==> src/rtl/load_store_unit.sv <==
// Load/store unit: byte/half/word accesses to a 32-bit word memory, with misaligned
// accesses split into two consecutive word transactions.
module load_store_unit #(
    parameter int unsigned ADDR_WIDTH = 10
) (
    input  logic                  clk,
    input  logic                  rst,
    input  logic                  ReqValid,
    output logic                  ReqReady,
    input  logic [31:0]           Address,
    input  logic [31:0]           DataWr,
    input  logic                  DMWr,
    input  logic [2:0]            DMCtrl,
    output logic                  RspValid,
    output logic [31:0]           DataRd,
    output logic                  RspErr,
    output logic                  MemReq,
    input  logic                  MemAck,
    output logic [ADDR_WIDTH-1:0] MemAddr,
    output logic                  MemWe,
    output logic [3:0]            MemBe,
    output logic [31:0]           MemWData,
    input  logic [31:0]           MemRData
);

    localparam int unsigned BA_W = ADDR_WIDTH + 2;

    typedef enum logic [1:0] {IDLE, ACC0, ACC1, RESP} state_t;

    state_t                r_state, w_state_nxt;
    logic [BA_W-1:0]       r_addr;
    logic [31:0]           r_wdata;
    logic                  r_wr;
    logic [2:0]            r_ctrl;
    logic [31:0]           r_lo, r_hi;

    logic                  w_mem_req, w_mem_we, w_rsp_valid, w_rsp_err;
    logic [3:0]            w_mem_be;
    logic [ADDR_WIDTH-1:0] w_mem_addr;
    logic [31:0]           w_mem_wdata, w_data_rd;

    logic [BA_W-1:0]       w_addr;
    logic [31:0]           w_wdata;
    logic                  w_wr;
    logic [2:0]            w_ctrl;
    logic [2:0]            w_size;
    logic                  w_legal, w_mis, w_sgn;
    logic [1:0]            w_off;
    logic [ADDR_WIDTH-1:0] w_word, w_word_next;
    logic [7:0]            w_be_span;
    logic [63:0]           w_wd_span;
    logic [31:0]           w_lo, w_hi, w_rd_cat, w_load;
    logic                  w_unused;

    assign w_unused = ^Address[31:BA_W];

    assign ReqReady = (r_state == IDLE) && !rst;

    // In IDLE the live request is decoded so the first memory beat can be registered at accept
    assign w_addr  = (r_state == IDLE) ? Address[BA_W-1:0] : r_addr;
    assign w_wdata = (r_state == IDLE) ? DataWr : r_wdata;
    assign w_wr    = (r_state == IDLE) ? DMWr : r_wr;
    assign w_ctrl  = (r_state == IDLE) ? DMCtrl : r_ctrl;

    always_comb begin
        w_size = 3'd4;
        case (w_ctrl)
            3'b000, 3'b100, 3'b110: w_size = 3'd1;
            3'b001, 3'b101, 3'b111: w_size = 3'd2;
            default:                w_size = 3'd4;
        endcase
    end

    assign w_legal     = w_wr ? (w_ctrl inside {3'b110, 3'b111, 3'b011})
                              : (w_ctrl inside {3'b000, 3'b001, 3'b010, 3'b100, 3'b101});
    assign w_off       = w_addr[1:0];
    assign w_word      = w_addr[BA_W-1:2];
    assign w_word_next = w_word + ADDR_WIDTH'(1);
    assign w_mis       = ({1'b0, w_off} + w_size) > 3'd4;

    // Low nibble = first-beat lanes, high nibble = second-beat lanes
    assign w_be_span = 8'((8'd1 << w_size) - 8'd1) << w_off;
    assign w_wd_span = {32'd0, w_wdata} << {w_off, 3'b000};

    assign w_lo     = (r_state == ACC0 && MemAck) ? MemRData : r_lo;
    assign w_hi     = (r_state == ACC1 && MemAck) ? MemRData : r_hi;
    assign w_rd_cat = 32'({w_hi, w_lo} >> {w_off, 3'b000});
    assign w_sgn    = ~w_ctrl[2];

    always_comb begin
        w_load = w_rd_cat;
        case (w_size)
            3'd1:    w_load = {{24{w_sgn & w_rd_cat[7]}}, w_rd_cat[7:0]};
            3'd2:    w_load = {{16{w_sgn & w_rd_cat[15]}}, w_rd_cat[15:0]};
            default: w_load = w_rd_cat;
        endcase
    end

    // Next state and next registered outputs
    always_comb begin
        w_state_nxt = r_state;
        w_mem_req   = 1'b0;
        w_mem_we    = 1'b0;
        w_mem_be    = 4'd0;
        w_mem_addr  = MemAddr;
        w_mem_wdata = MemWData;
        w_rsp_valid = 1'b0;
        w_rsp_err   = 1'b0;
        w_data_rd   = 32'd0;
        case (r_state)
            IDLE: begin
                if (ReqValid) begin
                    if (!w_legal) begin
                        w_state_nxt = RESP;
                        w_rsp_valid = 1'b1;
                        w_rsp_err   = 1'b1;
                    end else begin
                        w_state_nxt = ACC0;
                        w_mem_req   = 1'b1;
                        w_mem_we    = w_wr;
                        w_mem_be    = w_be_span[3:0];
                        w_mem_addr  = w_word;
                        w_mem_wdata = w_wd_span[31:0];
                    end
                end
            end
            ACC0: begin
                w_mem_req = 1'b1;
                w_mem_we  = MemWe;
                w_mem_be  = MemBe;
                if (MemAck) begin
                    if (w_mis) begin
                        w_state_nxt = ACC1;
                        w_mem_be    = w_be_span[7:4];
                        w_mem_addr  = w_word_next;
                        w_mem_wdata = w_wd_span[63:32];
                    end else begin
                        w_state_nxt = RESP;
                        w_mem_req   = 1'b0;
                        w_mem_we    = 1'b0;
                        w_mem_be    = 4'd0;
                        w_rsp_valid = 1'b1;
                        w_data_rd   = w_wr ? 32'd0 : w_load;
                    end
                end
            end
            ACC1: begin
                w_mem_req = 1'b1;
                w_mem_we  = MemWe;
                w_mem_be  = MemBe;
                if (MemAck) begin
                    w_state_nxt = RESP;
                    w_mem_req   = 1'b0;
                    w_mem_we    = 1'b0;
                    w_mem_be    = 4'd0;
                    w_rsp_valid = 1'b1;
                    w_data_rd   = w_wr ? 32'd0 : w_load;
                end
            end
            RESP: w_state_nxt = IDLE;
            default: w_state_nxt = IDLE;
        endcase
    end

    always_ff @(posedge clk or posedge rst) begin
        if (rst) begin
            r_state  <= IDLE;
            r_addr   <= '0;
            r_wdata  <= 32'd0;
            r_wr     <= 1'b0;
            r_ctrl   <= 3'd0;
            r_lo     <= 32'd0;
            r_hi     <= 32'd0;
            MemReq   <= 1'b0;
            MemWe    <= 1'b0;
            MemBe    <= 4'd0;
            MemAddr  <= '0;
            MemWData <= 32'd0;
            RspValid <= 1'b0;
            RspErr   <= 1'b0;
            DataRd   <= 32'd0;
        end else begin
            r_state <= w_state_nxt;
            if (r_state == IDLE && ReqValid) begin
                r_addr  <= Address[BA_W-1:0];
                r_wdata <= DataWr;
                r_wr    <= DMWr;
                r_ctrl  <= DMCtrl;
            end
            r_lo     <= w_lo;
            r_hi     <= w_hi;
            MemReq   <= w_mem_req;
            MemWe    <= w_mem_we;
            MemBe    <= w_mem_be;
            MemAddr  <= w_mem_addr;
            MemWData <= w_mem_wdata;
            RspValid <= w_rsp_valid;
            RspErr   <= w_rsp_err;
            DataRd   <= w_data_rd;
        end
    end

endmodule
==> config.mk <==
export PLATFORM = sky130hd
export DESIGN_NAME = load_store_unit
export DESIGN_NICKNAME = d
export VERILOG_FILES = /design/src/rtl/load_store_unit.sv
export SDC_FILE = /design/constraint.sdc
export NUM_CORES = 1
export LEC_CHECK = 0
export BUFFER_PORTS_ARGS = -buffer_cell sky130_fd_sc_hd__buf_4
export CAP_MARGIN = 20
export CORE_AREA = 2 2 204 206
export CTS_CLUSTER_DIAMETER = 60
export DETAILED_ROUTE_END_ITERATION = 16
export DIE_AREA = 0 0 206 208
export GPL_TIMING_DRIVEN = 0
export PLACE_DENSITY_LB_ADDON = 0.25
export SYNTH_ARGS = -nofsm -noshare
export SYNTH_HDL_FRONTEND = slang
export SYNTH_SLANG_ARGS = --single-unit
==> constraint.sdc <==
create_clock -name clk -period 16.5 [get_ports clk]
set_clock_uncertainty 0.05 [all_clocks]
set_input_delay 2.475 -clock clk [delete_from_list [all_inputs] [get_ports clk]]
set_output_delay 2.475 -clock clk [all_outputs]
set_load 0.1 [all_outputs]
-- Yosys cells after proc, flatten, opt, wreduce, memory -nomap -nowiden
Cells that the tools add are included.
- add/sub/neg operators: 3
- order comparisons: 1
- equal/unequal tests: 18
- shift-type cells: 4
- mux-type cells: 55
- bitwise logic cells: 3
- reductions and logical operators: 16
- operators with widths (operator ; count):
    $mux W32 ; 11
    $pmux W32 S2 ; 3
    $shl A32 B5 Y64 ; 1
    $shr A64 B5 Y32 ; 1
    $mux W10 ; 4
    $mux W4 ; 5
    $pmux W10 S2 ; 1
    $mux W1 ; 19
    $eq A3 B3 Y1 const B ; 4
    $mux W12 ; 1
    $ne A2 B2 Y1 const B ; 6
    $pmux W4 S3 ; 1
    $add A10 B1 Y10 const B ; 1
    $eq A3 B2 Y1 const B ; 3
    $pmux W1 S3 ; 3
    $mux W2 ; 4
    $pmux W2 S4 ; 1
    $shl A1 B3 Y8 const A ; 1
    $shl A8 B2 Y8 ; 1
    $sub A8 B1 Y8 const B ; 1
    $eq A3 B1 Y1 const B ; 2
    $pmux W3 S2 ; 1
    $reduce_and A3 Y1 ; 2
    $reduce_or A3 Y1 ; 2
    other kinds (16) ; 21
- register bits after elaboration: 196
- bits of input ports: 104
- output and inout port bits: 83
- word-level logic and storage cells: 115

-- Longest topological paths before layout
Gate-level depths: netlist of the first run.
- word-level depth: 11
- gate-level depth with buffers: 19
- depth with buffers taken out: 13

-- Least setup slack after synthesis of the first run
Ideal clock, no wire load.
- path kind: input -> output
- start point: input rst
- end point: output ReqReady
- data arrival time: 3810 ps
- required time: 13975 ps
- setup slack: 10165 ps
- stages: 1
- path buffers: 0
- cell sequence: nor2b_1
- cells in the longest elaborated chain, start to end: 2
- RTL lines (element ; line ; text):
    from (decl) ; 7 ; input logic rst,
    $logic_not A1 Y1 (no source line) ; n/a ;
    $logic_and A1 B1 Y1 ; 57 ; assign ReqReady = (r_state == IDLE) && !rst;
    to (decl) ; 9 ; output logic ReqReady,
No other way between the ends.

-- Worst setup path after layout of the first run
- start point: input Address[0]
- end point: register DataRd[15]
- cells in the longest elaborated chain, start to end: 8
- elaborated cells between the ends (all ways): 11
- classes of those cells: 1 x add/sub; 1 x order compare; 1 x shift; 7 x mux; 1 x bitwise
- RTL lines (element ; line ; text):
    from (decl) ; 10 ; input logic [31:0] Address,
    $mux W12 * ; 60 ; assign w_addr = (r_state == IDLE) ? Address[BA_W-1:0] : r_addr;
    $shr A64 B5 Y32 ; 87 ; assign w_rd_cat = 32'({w_hi, w_lo} >> {w_off, 3'b000});
    $and A1 B1 Y1 ; 93 ; 3'd1: w_load = {{24{w_sgn & w_rd_cat[7]}}, w_rd_cat[7:0]};
    $pmux W32 S2 ; 92 ; case (w_size)
    $mux W32 ; 143, 157 ;
    $mux W32 ; 132 ; if (w_mis) begin
    $mux W32 ; 131 ; if (MemAck) begin
    $pmux W32 S2 * ; 110 ; case (r_state)
    named net w_data_rd[15] ; 40 ; logic [31:0] w_mem_wdata, w_data_rd;
    to (signal assigned) ; 199 ; DataRd <= w_data_rd;
    to (decl) ; 15 ; output logic [31:0] DataRd,
Mark *: on every way through the listed nets, which the timed path passes. The rest lies on a longest branch.
A chain may end at the register's enable or synchronous reset.

==> results of run 1 <==
[worst min path at each step]
stage	start	end	slack [ns]	cells after the start
after floorplan	r_lo[7]$_DFF_PP0_	r_lo[7]$_DFF_PP0_	0.40	1
final	r_lo[9]$_DFF_PP0_	r_lo[9]$_DFF_PP0_	0.43	1
after global placement	r_lo[7]$_DFF_PP0_	r_lo[7]$_DFF_PP0_	0.41	1
after detailed placement	r_lo[7]$_DFF_PP0_	r_lo[7]$_DFF_PP0_	0.41	1
after global routing	r_lo[11]$_DFF_PP0_	r_lo[11]$_DFF_PP0_	0.44	1
after CTS	r_lo[7]$_DFF_PP0_	r_lo[7]$_DFF_PP0_	0.43	1
[cell families (layout without fill, tap and decap cells)]
family / count (synthesis) / after routing
compound gates: 284 / 284
xor+xnor: 10 / 10
fa+ha+maj: 14 / 14
buf+inv: 116 / 313
flops: 188 / 188
mux: 170 / 170
simple gates: 177 / 177
[metrics by stage]
step	utilization	setup WS, ns	hold WS [ns]	cell area [µm²]	cells
4_1_cts	0.311	10.13	0.429	12600	1688
2_1_floorplan	-	8.86	0.395	10100	959
3_5_place_dp	0.296	9.67	0.413	12000	1657
6_report	0.311	10.09	0.428	12600	1688
3_3_place_gp	0.295	6.22	0.409	12000	1656
5_1_grt	0.311	9.95	0.437	12600	1688
[cell usage in the layout (no fill, tap or decap), types with 6 or more instances in the layout]
cell type / n
a211oi_1: 34
and3_1: 27
buf_2: 27
clkbuf_1: 34
o21ai_0: 58
a21oi_1: 66
nand2_1: 80
nor2b_1: 14
mux2i_1: 79
a2111oi_0: 7
o32a_1: 8
a21o_1: 26
o22ai_1: 9
buf_4: 168
nor2_1: 27
dfrtp_1: 188
a22oi_1: 8
xnor2_1: 6
buf_1: 12
o21ai_2: 10
a2bb2oi_1: 8
ha_1: 13
nand2b_1: 6
nand3_1: 8
o31ai_1: 11
clkbuf_16: 17
inv_1: 36
o211ai_1: 7
mux2_2: 89
o22a_1: 9
[sequential cells by signal, indices dropped and copies added, names as in the netlist, 2 cells and up]
register / count
MemBe: 4
MemAddr: 10
r_hi: 24
r_state: 2
r_wdata: 32
MemWData: 32
r_addr: 12
DataRd: 32
r_lo: 32
r_ctrl: 3
[cell type report]
| cell class | instances | area (µm²) |
|---|---|---|
| flip-flops and latches | 188 | 4700 |
| fillers | 4244 | 28000 |
| clock buffers | 20 | 457 |
| clock inverters | 11 | 144 |
| multi-input cells | 655 | 4860 |
| well taps | 532 | 666 |
| inverters | 39 | 154 |
| repair buffers | 166 | 1270 |
| plain buffers | 77 | 349 |
[worst reg2reg max path, stage by stage, from the launching register on]
cell	delay (ns)
dfrtp_1	0.44
inv_1	0.11
ha_1	0.16
buf_6	0.18
buf_2	0.31
buf_2	0.36
buf_1	0.44
a32o_1	0.32
inv_1	0.12
ha_1	0.23
clkbuf_1	0.23
nand2b_1	0.22
fa_1	0.44
nor2b_1	0.18
o31ai_1	0.58
or2_2	0.22
clkbuf_1	0.44
clkbuf_1	0.54
a21oi_1	0.17
[metal layers]
| metal | vias to the layer above | track usage | routed length [µm] |
|---|---|---|---|
| met4 | 4 | 0.0510 | 759 |
| met5 | - | 0 | 27 |
| li1 | 3835 | - | - |
| met1 | 4127 | 0.223 | 15900 |
| met2 | 250 | 0.257 | 16400 |
| met3 | 51 | 0.0454 | 2360 |
==> out/qor.yml, run 1 <==
gp_congestion: 0.887
io_pins: 187
startpoint: "Address[0]"
worst-path-stages: 15
wl_um: 35400
synth_xor_area_frac: 0.00871
cp_data_required_time_ns: 16.73
clock-root-buffer: "clkbuf_16"
hold_path_class: "reg2reg"
grt_pass1_wl_um: 53000
critical-path-slowest-cell: "o31ai_1"
vias_per_cell: 4.90
drive_above_1_share: 0.292
finalMaxSlewViolations: 0
period_needed_ns: 6.41
via_count: 8267
crit_arrival_ns: 6.64
synth_nets: 1077
drc: 0
path_buf_inv: 8
htreeDepth: 4
worstSetupPathType: "in2reg"
cts_hold_buffers: 0
netlist_instances: 959
cpLargestDelayFamily: "buffers and inverters"
synth_fa_ha_area_frac: 0.0182
ys_dominant_reg_cell: "dfrtp_1"
dr.pass1.iters: 5
nNetsFinal: 1262
grt_pass1_vias: 8380
grt_util_all_layers: 0.166
crit_path_end_kind: "register"
synth_area_um2: 10100
path_max_fanout: 10
drv_cap: 0
crit_path_cell_trace: "buf_4, mux2i_4, inv_2, buf_2, buf_2, buf_2, ha_1, inv_1, fa_1, nor2b_1, o31ai_1, or2_2, clkbuf_1, clkbuf_1, a21oi_1"
final_antenna_net_count: 0
yosysWarnings: 0
r2r_end: "DataRd[15]$_DFF_PP0_"
clk_latency_ns: 0.45
yosys-top-cells-area: "dfrtp_1 (47%), mux2_2 (10%), mux2i_1 (7.9%)"
yosys.area.top_type: "dfrtp_1"
yosys.area.top_type_share: 0.468
reg2reg_slack_ns: 10.58
grt_max_degree: 110
slowest_delay_ns: 0.58
diodes: 0
outcome: "finished clean"
rsz0062_at_grt: "no"
synthTopCellsByCount: "dfrtp_1 (188), mux2_2 (89), nand2_1 (80), mux2i_1 (79), a21oi_1 (66)"
fin_tns_setup_ns: 0
cts_sinks: 188
syn_area_per_cell_um2: 10.5
synth_compound_area_frac: 0.189
wl_per_cell_um: 20.9
fin_crit_sh: 0.388
die-area_um2: 42800
cts-resized-gates: 0
cts_setup_buffers: 0
synth-edff-count: 0
fp.dieH_um: 208
finalHoldViolations: 0
synth_top_family_by_area: "compound AO/OA/AOI/OAI gates"
grt_antenna_before_repair: 2
clk_path_buf_depth: 2
endpoint: "DataRd[15]$_DFF_PP0_"
start_kind: "primary input"
cts_made_buffers: 17
port_buffers: 165
core-area_um2: 40600
muxShareOfSynthArea: 0.182
path_common_cell: "buf_2"
initialDrtViolationCount: 583
tightest_slew_ns: 0.884
dpl.hpwl_um: 27100
synth_seq_cells: 188
clkSlewWorstSetupHoldPaths_ns: 0.07
synthDistinctLibCells: 56
rr_worst_depth: 18
final-setup-viol-count: 0
r2r-start: "r_state[0]$_DFFE_PP0P_"
areaGrowthSynthToFinish_pct: 25.3
async_flop_share: 1.00
maxClockFrequency_mhz: 156
die_x_um: 206
cts_tree: "done"
yosysSeqAreaShare: 0.468
initial_core_util: 0.248
synthSimpleGateAreaFrac: 0.0850
max-slew-margin-rel: 0.408
rows: 74
overflow: 0
synthMostInstantiatedCell: "dfrtp_1"
Power of run 1 is not shown: default switching activity piles up to over one toggle a cycle in this logic, so the estimate is an artifact.
==> run 2: changes to the inputs <==
==> constraint.sdc (replaced) <==
create_clock -name clk -period 6.2 [get_ports clk]
set_clock_uncertainty 0.05 [all_clocks]
set_input_delay 0.93 -clock clk [delete_from_list [all_inputs] [get_ports clk]]
set_output_delay 0.93 -clock clk [all_outputs]
set_load 0.1 [all_outputs]
==> run 2 against run 1 <==
Final cell count unchanged. Register-to-register slack worse by 10 ns. Hold slack about the same. Highest routed layer unchanged. Global-route usage about the same. Design area about the same. Sequential share of layout area about the same. Die area unchanged. Critical path type is now reg2reg. Sequential cell count unchanged. Worst setup slack worse by 9.7 ns. Core utilization about the same. Via count down 0.30%.
==> out/qor.yml, run 2 (synthesis results as in run 1) <==
outcome: "finished clean"
diodes: 0  # unchanged
drc: 0  # unchanged
multi_input_area_um2: 4860  # unchanged
worstHoldStart: "r_hi[21]$_DFF_PP0_"
fp.dieH_um: 208  # unchanged
initialDrtViolationCount: 615  # +5.5%
hold_path_class: "reg2reg"
cp_data_required_time_ns: 6.43  # -10.30 ns
crit_path_end_kind: "register"
maxClockFrequency_mhz: 173
clock-root-buffer: "clkbuf_16"
overflow: 0  # unchanged
layout.cells.non_filler: 1688  # unchanged
htreeDepth: 4  # unchanged
grt_pass1_vias: 8382  # +0.024%
cts_tree: "done"
io_pins: 187  # unchanged
initial_core_util: 0.248  # unchanged
final_common_cell: "dfrtp_1"
die-area_um2: 42800  # unchanged
nNetsFinal: 1262  # unchanged
period_needed_ns: 5.79
finalHoldViolations: 0  # unchanged
path_max_fanout: 10  # unchanged
rsz0062_at_grt: "no"
via_count: 8242  # -0.30%
areaGrowthSynthToFinish_pct: 25.3  # about the same
regArea_um2: 4700  # unchanged
tightest_slew_ns: 0.859  # -0.0248 ns
cts_sinks: 188  # unchanged
rows: 74  # unchanged
r2r-start: "r_state[0]$_DFFE_PP0P_"
mostFrequentLayoutCells: "dfrtp_1 (188), buf_4 (168), mux2_2 (89), nand2_1 (80), mux2i_1 (79)"
dpl.hpwl_um: 27100  # unchanged
drive_above_1_share: 0.293  # +0.000865
clkSlewWorstSetupHoldPaths_ns: 0.07  # about the same
final-setup-viol-count: 0  # unchanged
start_kind: "register"
dr.pass1.iters: 5  # unchanged
crit_path_cell_trace: "inv_1, ha_1, buf_6, buf_2, buf_2, clkbuf_2, a32o_1, inv_1, ha_1, clkbuf_1, nand2b_1, fa_1, nor2b_1, o31ai_1, or2_2, clkbuf_1, clkbuf_1, a21oi_1"
fin_ws_ns: 0.411  # -9.68 ns
placed_cells: 1657  # unchanged
fin_crit_sh: 0.934
cts_made_buffers: 17  # unchanged
wl_per_cell_um: 21.0  # +0.17%
path_common_cell: "clkbuf_1"
wl_um: 35400  # +0.17%
final_antenna_net_count: 0  # unchanged
fill_cells: 4243  # -0.024%
grt_util_all_layers: 0.166  # about the same
clk_latency_ns: 0.45  # about the same
grt_antenna_before_repair: 2  # unchanged
die_x_um: 206  # unchanged
slowest_delay_ns: 0.60  # +0.02 ns
core-area_um2: 40600  # unchanged
finalMaxSlewViolations: 0  # unchanged
startpoint: "r_state[0]$_DFFE_PP0P_"
grt_max_degree: 110  # unchanged
drv_cap: 0  # unchanged
port_buffers: 165  # unchanged
critical-path-slowest-cell: "o31ai_1"
preCtsSetupSlack_ns: 0.314  # -9.36 ns
vias_per_cell: 4.88  # -0.30%
max-slew-margin-rel: 0.425  # +0.0166
crit_arrival_ns: 6.01  # -0.63 ns
clk_path_buf_depth: 2  # unchanged
gp_congestion: 0.887  # unchanged
grt_pass1_wl_um: 53100  # about the same
cts_setup_buffers: 0  # unchanged
worstSetupPathType: "reg2reg"
-- run 2: timing repair --
action	CTS	global route
hold buffers	0	0
resized for setup	0	1
endpoints found under the setup margin	0	18
-- run 2: critical path, delay by kind of cell, from the launching register on --
kind	cells	cell delay [ns]
flops	1	0.44
buf+inv	9	2.60
simple gates	3	0.63
compound gates	3	1.04
fa+ha+maj	3	0.83
-- run 2: layout make-up --
cell class                      count  area share
Timing Repair Buffer              166       0.100
Inverter                           39      0.0122
Clock buffer                       20      0.0362
Clock inverter                     11      0.0114
Buffer                             77      0.0278
Sequential cell                   188       0.373
Tap cell                          532      0.0528
Multi-Input combinational cell    655       0.386
-- run 2: final timing paths --
path	depth (start not counted)	endpoint	slack (ns)
setup reg to reg	18	DataRd[15]$_DFF_PP0_	0.41
hold / removal	1	r_hi[21]$_DFF_PP0_	0.43
setup / recovery	18	DataRd[15]$_DFF_PP0_	0.41
hold reg to reg	1	r_hi[21]$_DFF_PP0_	0.43
max in group asynchronous	3	r_wdata[18]$_DFFE_PP0P_	4.63
min in group asynchronous	2	RspValid$_DFF_PP0_	0.50
-- run 2: per-stage QoR --
stage	util	area (µm²)	setup TNS (ns)	hold slack (ns)
2_1_floorplan	-	10100	0	0.395
3_3_place_gp	0.295	12000	-474.24	0.409
3_5_place_dp	0.296	12000	0	0.413
4_1_cts	0.311	12600	0	0.429
5_1_grt	0.311	12600	0	0.437
6_report	0.311	12600	0	0.428
-- run 2: layer usage --
layer,global-route usage,vias up,part of all wire,wire [µm]
li1,-,3844,-,-
met2,0.258,253,0.46,16300
met3,0.0445,54,0.069,2450
met5,0,-,0.00076,27
met4,0.0515,4,0.022,775
met1,0.223,4087,0.45,15800
Power of run 2 is left out for the same reason.
==> run 3: changes to the inputs <==
--- a/config.mk
+++ b/config.mk
@@ -5,13 +5,13 @@
 export SDC_FILE = /design/constraint.sdc
 export NUM_CORES = 1
 export LEC_CHECK = 0
+export ABC_CLOCK_PERIOD_IN_PS = 6200
 export BUFFER_PORTS_ARGS = -buffer_cell sky130_fd_sc_hd__buf_4
 export CAP_MARGIN = 20
-export CORE_AREA = 2 2 204 206
+export CORE_AREA = 2 2 183 230
 export CTS_CLUSTER_DIAMETER = 60
 export DETAILED_ROUTE_END_ITERATION = 16
-export DIE_AREA = 0 0 206 208
-export GPL_TIMING_DRIVEN = 0
+export DIE_AREA = 0 0 185 232
 export PLACE_DENSITY_LB_ADDON = 0.25
 export SYNTH_ARGS = -nofsm -noshare
 export SYNTH_HDL_FRONTEND = slang
==> run 3 against run 2 <==
Final cell count down 2.5%. Critical path depth fell by 5. Die area rose by 0.17%. Hold slack lost 0.00092 ns. Sequential cell count did not move. Count of clock-buffer cells in the layout unchanged. Routed wire length shrank 10%. Worst setup slack gained 1.1 ns. Via count is 4.7% lower. Core utilization is 0.56 points lower. Global-route usage fell by 1.5 points. Register-to-register slack improved by 1.1 ns. Critical endpoint is now DataRd[31]$_DFF_PP0_. Largest cell class unchanged.
==> out/qor.yml, run 3 (synthesis results as in run 1) <==
outcome: "finished clean"
wl_um: 31900  # -10%
overflow: 0  # unchanged
maxClockFrequency_mhz: 211  # +22%
areaGrowthSynthToFinish_pct: 23.5
dpl.hpwl_um: 21900  # -19%
preCtsSetupSlack_ns: 1.43  # +1.12 ns
grt_pass1_wl_um: 48700  # -8.1%
clock-root-buffer: "clkbuf_16"
crit_arrival_ns: 4.97  # -1.04 ns
final_common_cell: "dfrtp_1"
diodes: 0  # unchanged
start_kind: "register"
finalMaxSlewViolations: 0  # unchanged
vias_per_cell: 4.77  # -2.3%
drc: 0  # unchanged
cp_data_required_time_ns: 6.43  # about the same
wl_per_cell_um: 19.4  # -7.7%
rsz0062_at_grt: "no"
gp_congestion: 0.781  # -12%
drv_cap: 0  # unchanged
crit_path_end_kind: "register"
rows: 83  # +12%
fin_crit_sh: 0.763  # -0.170
stdcell_area_um2: 12400  # -1.4%
fp.dieH_um: 232  # +12%
cts_tree: "done"
htreeDepth: 4  # unchanged
cts_hold_buffers: 0  # unchanged
port_buffers: 166  # +0.61%
io_pins: 187  # unchanged
clk_latency_ns: 0.45  # about the same
path_max_fanout: 34  # +24
tightest_slew_ns: 0.949  # +0.0893 ns
grt_max_degree: 85  # -23%
final-setup-viol-count: 0  # unchanged
via_count: 7852  # -4.7%
fin_tns_setup_ns: 0  # unchanged
clk_path_buf_depth: 2  # unchanged
finalHoldViolations: 0  # unchanged
cts_sinks: 188  # unchanged
initialDrtViolationCount: 419  # -32%
period_needed_ns: 4.73  # -1.06 ns
core-area_um2: 40700  # +0.38%
final_antenna_net_count: 0  # unchanged
drive_above_1_share: 0.299  # +0.00565
hold_path_class: "reg2reg"
grt_antenna_before_repair: 0  # -2
fill_cells: 4350  # +2.5%
die_x_um: 185  # -10%
grt_pass1_vias: 8074  # -3.7%
grt_util_all_layers: 0.151  # -0.0145
mostFrequentLayoutCells: "dfrtp_1 (188), buf_4 (180), mux2_2 (89), mux2i_1 (79), nand2_1 (78)"
die-area_um2: 42900  # +0.17%
postPlaceCellArea_um2: 11800  # -1.7%
fin_ws_ns: 1.47  # +1.06 ns
worstSetupPathType: "reg2reg"
max-slew-margin-rel: 0.368  # -0.0574
nNetsFinal: 1199  # -5.0%
cts-resized-gates: 0  # unchanged
cts_made_buffers: 17  # unchanged
clkSlewWorstSetupHoldPaths_ns: 0.07  # about the same
dr.pass1.iters: 5  # unchanged
initial_core_util: 0.247  # -0.000945
cts_setup_buffers: 0  # unchanged
run 3: changes by cell type in the layout (fill, tap and decap cells not counted), moves of 2 or more:
cell / previous run / this run
ha_1: 13 / 11
nand2_1: 80 / 78
buf_4: 168 / 180
clkbuf_1: 34 / 0
buf_6: 2 / 0
nand2_2: 0 / 2
clkinv_2: 4 / 1
clkinvlp_4: 1 / 3
buf_2: 27 / 0
buf_1: 11 / 0
inv_6: 0 / 2
run 3: worst paths after layout:
check                                  startpoint                      end  slack, ns  cells past startpoint
min reg2reg                    r_lo[12]$_DFF_PP0_       r_lo[12]$_DFF_PP0_       0.43                      1
max reg2reg                r_state[0]$_DFFE_PP0P_     DataRd[31]$_DFF_PP0_       1.47                     13
max                        r_state[0]$_DFFE_PP0P_     DataRd[31]$_DFF_PP0_       1.47                     13
max in group asynchronous                     rst  r_wdata[20]$_DFFE_PP0P_       4.21                      3
min                            r_lo[12]$_DFF_PP0_       r_lo[12]$_DFF_PP0_       0.43                      1
min in group asynchronous                     rst   MemAddr[8]$_DFFE_PP0P_       0.49                      2
run 3: per-layer routing:
metal,global-route usage,share of wire,wire (µm),up-vias
li1,-,-,-,3717
met1,0.178,0.42,13300,3897
met2,0.268,0.51,16200,209
met3,0.0365,0.054,1710,29
met4,0.0481,0.019,621,0
met5,0,0,0,-
run 3: layout make-up:
class | count | area [µm²] | share of cell area
multi-input combinational | 655 | 4890 | 0.394
sequential | 188 | 4700 | 0.379
timing repair buffer | 180 | 1350 | 0.109
tap | 552 | 691 | 0.0556
clock buffer | 20 | 467 | 0.0376
clock inverter | 12 | 161 | 0.0130
inverter | 39 | 154 | 0.0124
run 3: metrics by stage:
stage / std cells / hold slack, ns / util
after floorplan: 959 / 0.395 / -
after global placement: 1614 / 0.405 / 0.290
after detailed placement: 1614 / 0.415 / 0.290
after CTS: 1646 / 0.430 / 0.305
after global routing: 1646 / 0.436 / 0.305
final: 1646 / 0.427 / 0.305
run 3: critical path, cell delays in order (launching register included):
cell      delay, ns
dfrtp_1        0.45
inv_1          0.14
ha_4           0.48
a21oi_1        0.16
a32o_1         0.32
inv_1          0.15
ha_1           0.40
nand2b_1       0.18
fa_1           0.41
nor2b_1        0.17
o31ai_1        0.56
nor2_1         0.17
a32oi_4        0.69
o21ai_0        0.20
Power of run 3 is left out for the same reason.
